$ cat src/rtl/dac_extrema_monitor.sv
// Per-channel extrema detector for DAC sample streams: finds MAX/MIN turning
// points with hysteresis, drives a level flag, counts events and flags completion.
module dac_extrema_monitor #(
  parameter int WIDTH    = 10,
  parameter int CHANNELS = 2,
  parameter int HYST     = 4,
  parameter int CNT_W    = 8,
  parameter int TARGET   = 3
) (
  input  logic                      wb_clk_i,
  input  logic                      wb_rst_i,
  input  logic                      en_i,
  input  logic                      clear_i,
  input  logic [CHANNELS-1:0]       sample_valid_i,
  input  logic [CHANNELS*WIDTH-1:0] sample_data_i,
  output logic [CHANNELS-1:0]       level_o,
  output logic [CHANNELS-1:0]       max_pulse_o,
  output logic [CHANNELS-1:0]       min_pulse_o,
  output logic [CHANNELS*CNT_W-1:0] max_cnt_o,
  output logic [CHANNELS*CNT_W-1:0] min_cnt_o,
  output logic [CHANNELS-1:0]       done_o
);

  typedef enum logic [1:0] {
    S_IDLE    = 2'd0,
    S_ACQUIRE = 2'd1,
    S_RISING  = 2'd2,
    S_FALLING = 2'd3
  } state_t;

  // One extra bit keeps every hysteresis sum/difference free of wrap-around.
  localparam logic [WIDTH:0]   HYST_X   = (WIDTH+1)'(HYST);
  localparam logic [CNT_W-1:0] CNT_MAX  = {CNT_W{1'b1}};
  localparam logic [31:0]      TARGET_U = 32'(TARGET);

  for (genvar k = 0; k < CHANNELS; k++) begin : g_ch
    state_t           state_q, state_d;
    logic [WIDTH-1:0] ref_q, ref_d, peak_q, peak_d, trough_q, trough_d;
    logic [CNT_W-1:0] max_cnt_q, max_cnt_d, min_cnt_q, min_cnt_d;
    logic             level_q, level_d, done_q, done_d;
    logic             max_pulse_q, max_pulse_d, min_pulse_q, min_pulse_d;
    logic             accept_s;
    logic [WIDTH-1:0] data_s;
    logic [WIDTH:0]   data_x, ref_x, peak_x, trough_x;

    assign accept_s = en_i & sample_valid_i[k];
    assign data_s   = sample_data_i[k*WIDTH +: WIDTH];
    assign data_x   = {1'b0, data_s};
    assign ref_x    = {1'b0, ref_q};
    assign peak_x   = {1'b0, peak_q};
    assign trough_x = {1'b0, trough_q};

    always_ff @(posedge wb_clk_i) begin
      if (wb_rst_i) begin
        state_q     <= S_IDLE;
        ref_q       <= '0;
        peak_q      <= '0;
        trough_q    <= '0;
        max_cnt_q   <= '0;
        min_cnt_q   <= '0;
        level_q     <= 1'b0;
        done_q      <= 1'b0;
        max_pulse_q <= 1'b0;
        min_pulse_q <= 1'b0;
      end else begin
        state_q     <= state_d;
        ref_q       <= ref_d;
        peak_q      <= peak_d;
        trough_q    <= trough_d;
        max_cnt_q   <= max_cnt_d;
        min_cnt_q   <= min_cnt_d;
        level_q     <= level_d;
        done_q      <= done_d;
        max_pulse_q <= max_pulse_d;
        min_pulse_q <= min_pulse_d;
      end
    end

    always_comb begin
      state_d     = state_q;
      ref_d       = ref_q;
      peak_d      = peak_q;
      trough_d    = trough_q;
      max_pulse_d = 1'b0;
      min_pulse_d = 1'b0;
      if (accept_s) begin
        case (state_q)
          S_IDLE: begin
            ref_d   = data_s;
            state_d = S_ACQUIRE;
          end
          S_ACQUIRE: begin
            if (data_x >= ref_x + HYST_X) begin
              peak_d  = data_s;
              state_d = S_RISING;
            end else if (data_x + HYST_X <= ref_x) begin
              trough_d = data_s;
              state_d  = S_FALLING;
            end else begin
              state_d = S_ACQUIRE;
            end
          end
          S_RISING: begin
            if (data_x > peak_x) begin
              peak_d = data_s;
            end else if (peak_x - data_x >= HYST_X) begin
              max_pulse_d = 1'b1;
              trough_d    = data_s;
              state_d     = S_FALLING;
            end else begin
              state_d = S_RISING;
            end
          end
          S_FALLING: begin
            if (data_x < trough_x) begin
              trough_d = data_s;
            end else if (data_x - trough_x >= HYST_X) begin
              min_pulse_d = 1'b1;
              peak_d      = data_s;
              state_d     = S_RISING;
            end else begin
              state_d = S_FALLING;
            end
          end
          default: state_d = S_IDLE;
        endcase
      end else begin
        state_d = state_q;
      end
    end

    // Level follows events even under clear; only the counters yield to clear.
    always_comb begin
      if (max_pulse_d) begin
        level_d = 1'b1;
      end else if (min_pulse_d) begin
        level_d = 1'b0;
      end else begin
        level_d = level_q;
      end
      if (clear_i) begin
        max_cnt_d = '0;
        min_cnt_d = '0;
        done_d    = 1'b0;
      end else begin
        max_cnt_d = (max_pulse_d && (max_cnt_q != CNT_MAX)) ? max_cnt_q + CNT_W'(1) : max_cnt_q;
        min_cnt_d = (min_pulse_d && (min_cnt_q != CNT_MAX)) ? min_cnt_q + CNT_W'(1) : min_cnt_q;
        done_d    = done_q | (32'(min_cnt_d) >= TARGET_U);
      end
    end

    assign level_o[k]                    = level_q;
    assign max_pulse_o[k]                = max_pulse_q;
    assign min_pulse_o[k]                = min_pulse_q;
    assign max_cnt_o[k*CNT_W +: CNT_W]   = max_cnt_q;
    assign min_cnt_o[k*CNT_W +: CNT_W]   = min_cnt_q;
    assign done_o[k]                     = done_q;
  end

endmodule
$ cat config.mk
export PLATFORM = sky130hd
export DESIGN_NAME = dac_extrema_monitor
export DESIGN_NICKNAME = d
export VERILOG_FILES = /design/src/rtl/dac_extrema_monitor.sv
export SDC_FILE = /design/constraint.sdc
export NUM_CORES = 1
export LEC_CHECK = 0
export CAP_MARGIN = 20
export CORE_MARGIN = 2
export CORE_UTILIZATION = 33
export CTS_CLUSTER_SIZE = 10
export DETAILED_ROUTE_END_ITERATION = 8
export HOLD_SLACK_MARGIN = 0.05
export PLACE_DENSITY_LB_ADDON = 0.3
export SYNTH_ARGS = -nofsm -noshare
export SYNTH_HDL_FRONTEND = slang
export SYNTH_SLANG_ARGS = --single-unit
$ cat constraint.sdc
create_clock -name wb_clk_i -period 4.4 [get_ports wb_clk_i]
set_clock_uncertainty 0.2 [all_clocks]
set_input_delay 1.1 -clock wb_clk_i [delete_from_list [all_inputs] [get_ports wb_clk_i]]
set_output_delay 1.1 -clock wb_clk_i [all_outputs]
set_load 0.02 [all_outputs]
# After elaboration in Yosys (flattened, before gate mapping)
# Cells that the tools add are included.
word_totals:
  mem_bits_rw: 0
  reg_bits: 104
  memories: 0
  output_inout_bits: 40
  in_bits: 26
  latchBits: 0
  mem_bits_ro: 0
  wordCells: 155
op_classes:
  n_lt_le_gt_ge: 14
  add_sub_neg: 12
  bitwise: 4
  n_eq_ne: 28
  div: 0
  multipliers: 0
  n_reduce_logical: 19
  muxes: 58
  shifts: 0
op_table:
  columns: ["cell", "count"]
  rows:
  - ["$mux 10", 18]
  - ["$pmux 10 s3", 4]
  - ["$add 10x3->11 const B", 4]
  - ["$ge 11x3->1 const B", 4]
  - ["$sub 10x10->11", 4]
  - ["$ne 2x2->1 const B", 18]
  - ["$add 8x1->8 const B", 4]
  - ["$ne 8x8->1 const B", 4]
  - ["$mux 1", 24]
  - ["$ge 10x11->1", 2]
  - ["$le 11x10->1", 2]
  - ["$gt 10x10->1", 2]
  - ["$lt 10x10->1", 2]
  - ["$ge 8x2->1 const B", 2]
  - ["$mux 2", 8]
  - ["$mux 8", 2]
  - ["$pmux 2 s4", 2]
  - ["$reduce_and 7->1", 2]
  - ["$reduce_and 6->1", 2]
  - ["$eq 2x2->1 const B", 4]
  - ["$reduce_and 3->1", 2]
  - ["$reduce_bool 3->1", 2]
  - ["$eq 2x1->1 const B", 2]
  - ["$logic_and 1x1->1", 4]
  - ["6 further kinds", 11]

# Depth between registers and ports, before layout
logic_depth:
  depth_word: 10
  ltp_mapped: 16
  depth_no_buf: 14

# Least setup slack after synthesis
# OpenSTA, ideal clock, no wires.
synth_path:
  path_kind: "input to register"
  startpoint: "input sample_data_i[0]"
  endpoint: "register g_ch[0].done_q"
  slack_ns: 0.344
  setup_time_ns: 0.138
  path_buffers: 1
  cell_stages: 13
  arrival_time_ns: 3.718
  required_ns: 4.062
  path_cell_list: "inv_1 -> ha_1 -> fa_1 -> nor2b_1 -> o221ai_1 -> o211a_1 -> mux2i_1 -> or4_4 -> o31ai_4 -> buf_4 -> nor3_2 -> o31ai_4 -> a41oi_2"
synth_via:
  elab_chain_len: 10
  elab_cells_between_ends: 11
  classes_between: "1 x add/sub; 3 x order compare; 5 x mux; 1 x bitwise; 1 x reduce/logical"
synth_rtl:
  columns: ["item", "line_no", "source"]
  rows:
  - ["from (decl)", "15", "input logic [CHANNELS*WIDTH-1:0] sample_data_i,"]
  - ["$sub 10x10->11", "117", "end else if (data_x - trough_x >= HYST_X) begin"]
  - ["$ge 11x3->1", "117", null]
  - ["$mux 1", "117", null]
  - ["$mux 1 *", "115", "if (data_x < trough_x) begin"]
  - ["$mux 1 *", "87", "case (state_q)"]
  - ["$mux 1 *", "86", "if (accept_s) begin"]
  - ["$logic_and 1x1->1 *", "147", "min_cnt_d = (min_pulse_d && (min_cnt_q != CNT_MAX)) ? min_cnt_q + CNT_W'(1) : min_cnt_q;"]
  - ["$mux 8 *", "147", null]
  - ["$ge 8x2->1 *", "148", "done_d = done_q | (32'(min_cnt_d) >= TARGET_U);"]
  - ["$or 1x1->1 *", "148", null]
  - ["to (signal assigned)", "73", "done_q <= done_d;"]
  - ["to (decl)", "40", "logic level_q, level_d, done_q, done_d;"]
# Every way passes the cells marked *; elsewhere a longest branch is shown, timed or not.
# A chain may end at the register's enable or synchronous reset.

# Worst setup path after layout
layout_path:
  startpoint: "input sample_data_i[4]"
  endpoint: "register g_ch[0].done_q"
# The elaborated chain is that of the path after synthesis.

==> impl_results.md <==
* Worst r2r path cells at 13
* Post-synth EDFFs at 0
* First-pass GRT wire length at 32600 microns
* Hold Path Stages at 2
* Layout cells sized above 1 at 14.3%
* CP endpoint kind: flip-flop
* 1st-pass router iterations at 4
* Total Power at 2320 uW
* Drc violations at 0
* Worst hold path class: reg2reg
* DP HPWL at 15200 microns
* Sequential share of the synthesized area at 26.7%
* Relative slew slack at 43.2%
* Htree depth at 3
* Clk_lat worst skew at 0.36 ns
* Die H at 158 microns
* Initial DRC Count at 323
* Syn Area/Cell at 8.06 sq um
* Number of CTS-inserted buffers at 9
* Global route overflow at 0
* Commonest cells post-synth: dfxtp_1 (104), nor2_1 (94), ha_1 (84), nand2_1 (79), inv_1 (77)
* Area of the core at 0.0233 sq mm
* Synth top area share at 26.7%
* Finished Cell Area at 0.00984 sq mm
* Count of final hold-check violations at 0
* LEAKAGE at 0.00384 uW
* Setup CP Type: in2reg
* Total clock sinks at 104
* CP required at 4.48 ns
* Max Cap Viol at 0
* Startpoint types: input port
* Top FF cell, synth: dfxtp_1
* # port buffers at 65
* Antenna diode count at 0
* Nets at 1220
* Most area-consuming cells after synthesis: dfxtp_1 (27%), ha_1 (13%), mux2i_1 (5.8%)
* RSZ-0062 raised after global routing: true
* Fin crit share at 96.7%
* Slew Viols, Final at 0
* Clk slew on worst S/H paths at 0.08 ns
* Largest area contributor in the netlist: dfxtp_1
* Hold Slack at 0.256 ns
* Maximum VDD drop at 0.163 mV
* Total GRT Usage at 16.3%
* Crit-path max FO at 8
* Worst path slowest cell: or4_4
* Critical Path Max Stage Delay at 0.59 ns
* Area delta synth->final at 26.4%
* Yosys reg bits at 104
* CTS Buffer Depth at 2
* Initial antenna violation count at 0
* P per Cell Area at 236 mW/mm^2
* Setup Viol. Count Final at 0
* Ports at 66
* Syn Std Cell Area at 0.00779 sq mm
* Setup Total Neg Slack at 0 ns
* Status: finished, final reports clean
* GPL Wtd Cong at 0.837
* Synth cell types at 79
* Drt via density at 4.94
* Die area at 0.0248 sq mm
* Cells after Synth at 966
* Arr. time, crit path at 4.33 ns
* Mapped Nets at 1078
* WL final at 19800 microns
* Largest net degree at the start of global routing at 83
* Count leader, synth: dfxtp_1
* Minimum clock period at 4.26 ns
* Highest clock rate at 0.235 GHz
* Via count at 7080
* Row count at 56
* Die width at 158 microns
* Worst path cell trace: clkdlybuf4s50_1, ha_1, nand3_2, a21boi_1, and4_1, o221ai_1, or4_4, o31ai_4, buf_4, nor2_2, mux2_4, a41oi_2
* Ys async rst share at 0%
* DP Area at 0.00947 sq mm
* Worst-margin pin slew at 0.853 ns
* Synth warn at 0
* DR WL/cell at 13.8 microns
* Root Buffer Master: clkbuf_16
* CTS tree: built
* Number of global-route vias before repair at 6709
* Starting Density at 33.4%
* DRT antenna net count at 0
==> worst paths after layout <==
kind,start,to,slack [ns]
worst max register to register,g_ch[0].ref_q[4],g_ch[0].trough_q[9],0.95
worst min-delay path,g_ch[0].ref_q[1],g_ch[0].ref_q[1],0.26
worst max-delay path,sample_data_i[4],g_ch[0].done_q,0.14
worst min register to register,g_ch[0].ref_q[1],g_ch[0].ref_q[1],0.26
==> cells by family after synthesis <==
kind of cell	Yosys count	synth area share, %
simple gates	367	23.5
flops	104	26.7
compound gates	186	16.7
fa+ha+maj	86	14.0
buf+inv	121	6.64
mux	49	6.41
xor+xnor	53	5.96
==> flip-flops by register name, summed over array words and instances (netlist names) <==
signal	count
g_ch.max_cnt_q	16
g_ch.level_q	2
g_ch.trough_q	20
g_ch.max_pulse_q	2
g_ch.min_pulse_q	2
g_ch.min_cnt_q	16
g_ch.ref_q	20
g_ch.peak_q	20
g_ch.done_q	2
g_ch.state_q	4
==> worst max-delay path: cells and delay by family <==
family,cells,cell delay (ns)
AND/OR/NAND/NOR,4,0.97
AO/OA/AOI/OAI,4,0.82
buffers and inverters,2,0.67
adder cells (fa/ha/maj),1,0.45
multiplexers,1,0.32
==> cell usage in the layout, fill, tap and decap left out, types with 11 or more instances in the layout <==
cell             synthesis  routed
nor2b_1                 14      13
xnor2_1                 37      37
dfxtp_1                104     104
nor2_1                  94      93
clkdlybuf4s50_1          0      62
mux2i_1                 45      45
o21ai_0                 26      25
buf_4                   11     106
ha_1                    84      84
inv_1                   77      77
a31oi_1                 11      11
nand2b_1                37      37
xor2_1                  16      16
nor3_1                  25      24
nand4_1                 14      14
a21oi_1                 56      55
nand2_1                 79      79
nand3_1                 42      42
==> area by class of cell <==
class	instances	area (sq um)
sequential	104	2080
clock buffer	10	229
fill	2333	13500
clock inverter	6	92.6
tap	319	399
inverter	77	289
timing repair buffer	175	1510
multi-input combinational	741	5240
==> per-stage QoR <==
stage | worst slack [ns] | utilization (%) | instances
finish | 0.145 | 42.2 | 1432
global route | -0.00885 | 42.2 | 1432
CTS | 0.0559 | 42.0 | 1431
global placement | -0.279 | 40.6 | 1415
floorplan | 0.344 | - | 966
detailed placement | -0.308 | 40.6 | 1415
==> layer usage <==
metal,track usage (%),up-vias,part of all wire (%),wire [microns]
met3,3.09,25,3.2,629
met1,20.1,3270,47,9260
met2,29.0,91,48,9560
met5,0,-,0,0
met4,4.37,0,1.8,366
li1,-,3694,-,-
==> power breakdown <==
group / leakage [uW] / switching (uW) / internal [uW]
registers: 0.000841 / 16.4 / 957
clock network: 0.000149 / 390 / 503
logic: 0.00285 / 243 / 215
==> timing repair <==
| action | 4_1_cts | 5_1_grt |
|---|---|---|
| resized for setup | 0 | 12 |
| endpoints found under the setup margin | 0 | 44 |
| setup buffers | 0 | 1 |
| hold buffers | 0 | 0 |
(Power assumes the default switching activity.)
==> variant, RTL diff (same settings) <==
Change the parameter `CNT_W` from 8 to 12.
--- a/src/rtl/dac_extrema_monitor.sv
+++ b/src/rtl/dac_extrema_monitor.sv
@@ -6,3 +6,3 @@
   parameter int HYST     = 4,
-  parameter int CNT_W    = 8,
+  parameter int CNT_W    = 12,
   parameter int TARGET   = 3
Interface: changed (resized max_cnt_o and min_cnt_o); port bits go from 66 to 82. No check against the original RTL was run, so the function may have changed too.
==> variant against the original RTL <==
Critical path depth stayed put. Via count increased by 17%. Final area increased by 15%. Power rose by 30%. Wire length rose by 19%. Setup slack gained 0.054 ns. Non-clock buffer count up 28. Area after synthesis rose by 12%. Sequential cell count up 16. Register-to-register slack worse by 0.07 ns. Global-route usage grew 1.0 points. Largest cell class unchanged. Highest routed layer unchanged.
==> variant: results (changes against the original RTL) <==
<table>
<tr><th>Metric</th><th>Value</th></tr>
<tr><th colspan="2">Drt</th></tr>
<tr><td>Drt wl/cell</td><td>14.7 microns (+6.1%)</td></tr>
<tr><td>Total vias in the final route</td><td>8257 (+17%)</td></tr>
<tr><td>DRT iter0 DRCs</td><td>390 (+21%)</td></tr>
<tr><th colspan="2">Layout</th></tr>
<tr><td>Multi-input gates</td><td>840 (+13%)</td></tr>
<tr><td>Finished Cell Area</td><td>0.0113 sq mm (+15%)</td></tr>
<tr><td>Repair and plain buffers</td><td>203 (+16%)</td></tr>
<tr><td>Register share of the cell area</td><td>21.2% (+0.052 points)</td></tr>
<tr><td>Non-clock buffer share of cell area</td><td>15.6% (+0.31 points)</td></tr>
<tr><th colspan="2">CTS</th></tr>
<tr><td>Num CTS Buffers</td><td>17 (+8)</td></tr>
<tr><td>H-tree levels</td><td>4 (+1)</td></tr>
<tr><th colspan="2">Global routing</th></tr>
<tr><td>Vias in the first global route</td><td>8110 (+21%)</td></tr>
<tr><td>Wire length of the first global-routing pass</td><td>39.9 mm (+22%)</td></tr>
<tr><th colspan="2">Synthesis</th></tr>
<tr><td>Post-synthesis sequential area ratio</td><td>27.4% (+0.70 points)</td></tr>
<tr><td>Complex-gate fraction of the synthesized area</td><td>19.7% (+3.0 points)</td></tr>
<tr><td>Adder-Cell Fraction of Synth Area</td><td>12.5% (-1.6 points)</td></tr>
<tr><td>Post-Synth XOR/XNOR Area</td><td>5.80% (-0.16 points)</td></tr>
<tr><td>Ranking of synthesized cells by area</td><td>dfxtp_1, ha_1, a21oi_1, mux2i_1, xnor2_1</td></tr>
<tr><td>Post-synthesis mux area share</td><td>4.59% (-1.8 points)</td></tr>
<tr><th colspan="2">Critical path</th></tr>
<tr><td>Crit Path Max Fanout</td><td>5 (-3)</td></tr>
<tr><td>Top Family by Delay on Critical Path</td><td>compound AO/OA/AOI/OAI gates</td></tr>
<tr><td>Slowest CP cell</td><td>or4_1</td></tr>
<tr><td>Arrival time reported for the critical path endpoint</td><td>4.27 ns (-0.06 ns)</td></tr>
<tr><th colspan="2">Run status</th></tr>
<tr><td>Result of the run</td><td>finished, final reports clean</td></tr>
<tr><th colspan="2">Power and ir drop</th></tr>
<tr><td>Clock group</td><td>1.42 mW (+59%)</td></tr>
<tr><td>IR drop worst, VDD</td><td>0.210 mV (+29%)</td></tr>
<tr><th colspan="2">Floorplanning</th></tr>
<tr><td>Floorplan row count</td><td>59 (+5.4%)</td></tr>
</table>
==> variant: changes by cell type in the layout (fill, tap and decap cells not counted), sizes merged, moves of 9 or more <==
cell	delta
buf	+12
o21a	+9
or3	+12
inv	+14
a21oi	+30
dfxtp	+16
and3	+15
clkdlybuf4s50	+18
a31o	+13
nor2	-22
o21ai	+9
nand2	+15
==> variant: worst paths after layout <==
| check | endpoint | slack, ns | from |
|---|---|---|---|
| max | g_ch[0].done_q$_SDFF_PP0_ | 0.20 | sample_data_i[4] |
| min | g_ch[1].ref_q[1]$_SDFFE_PP0P_ | 0.25 | g_ch[1].ref_q[1]$_SDFFE_PP0P_ |
| max reg2reg | g_ch[0].peak_q[3]$_SDFFE_PP0P_ | 0.88 | g_ch[0].ref_q[4]$_SDFFE_PP0P_ |
| min reg2reg | g_ch[1].ref_q[1]$_SDFFE_PP0P_ | 0.25 | g_ch[1].ref_q[1]$_SDFFE_PP0P_ |
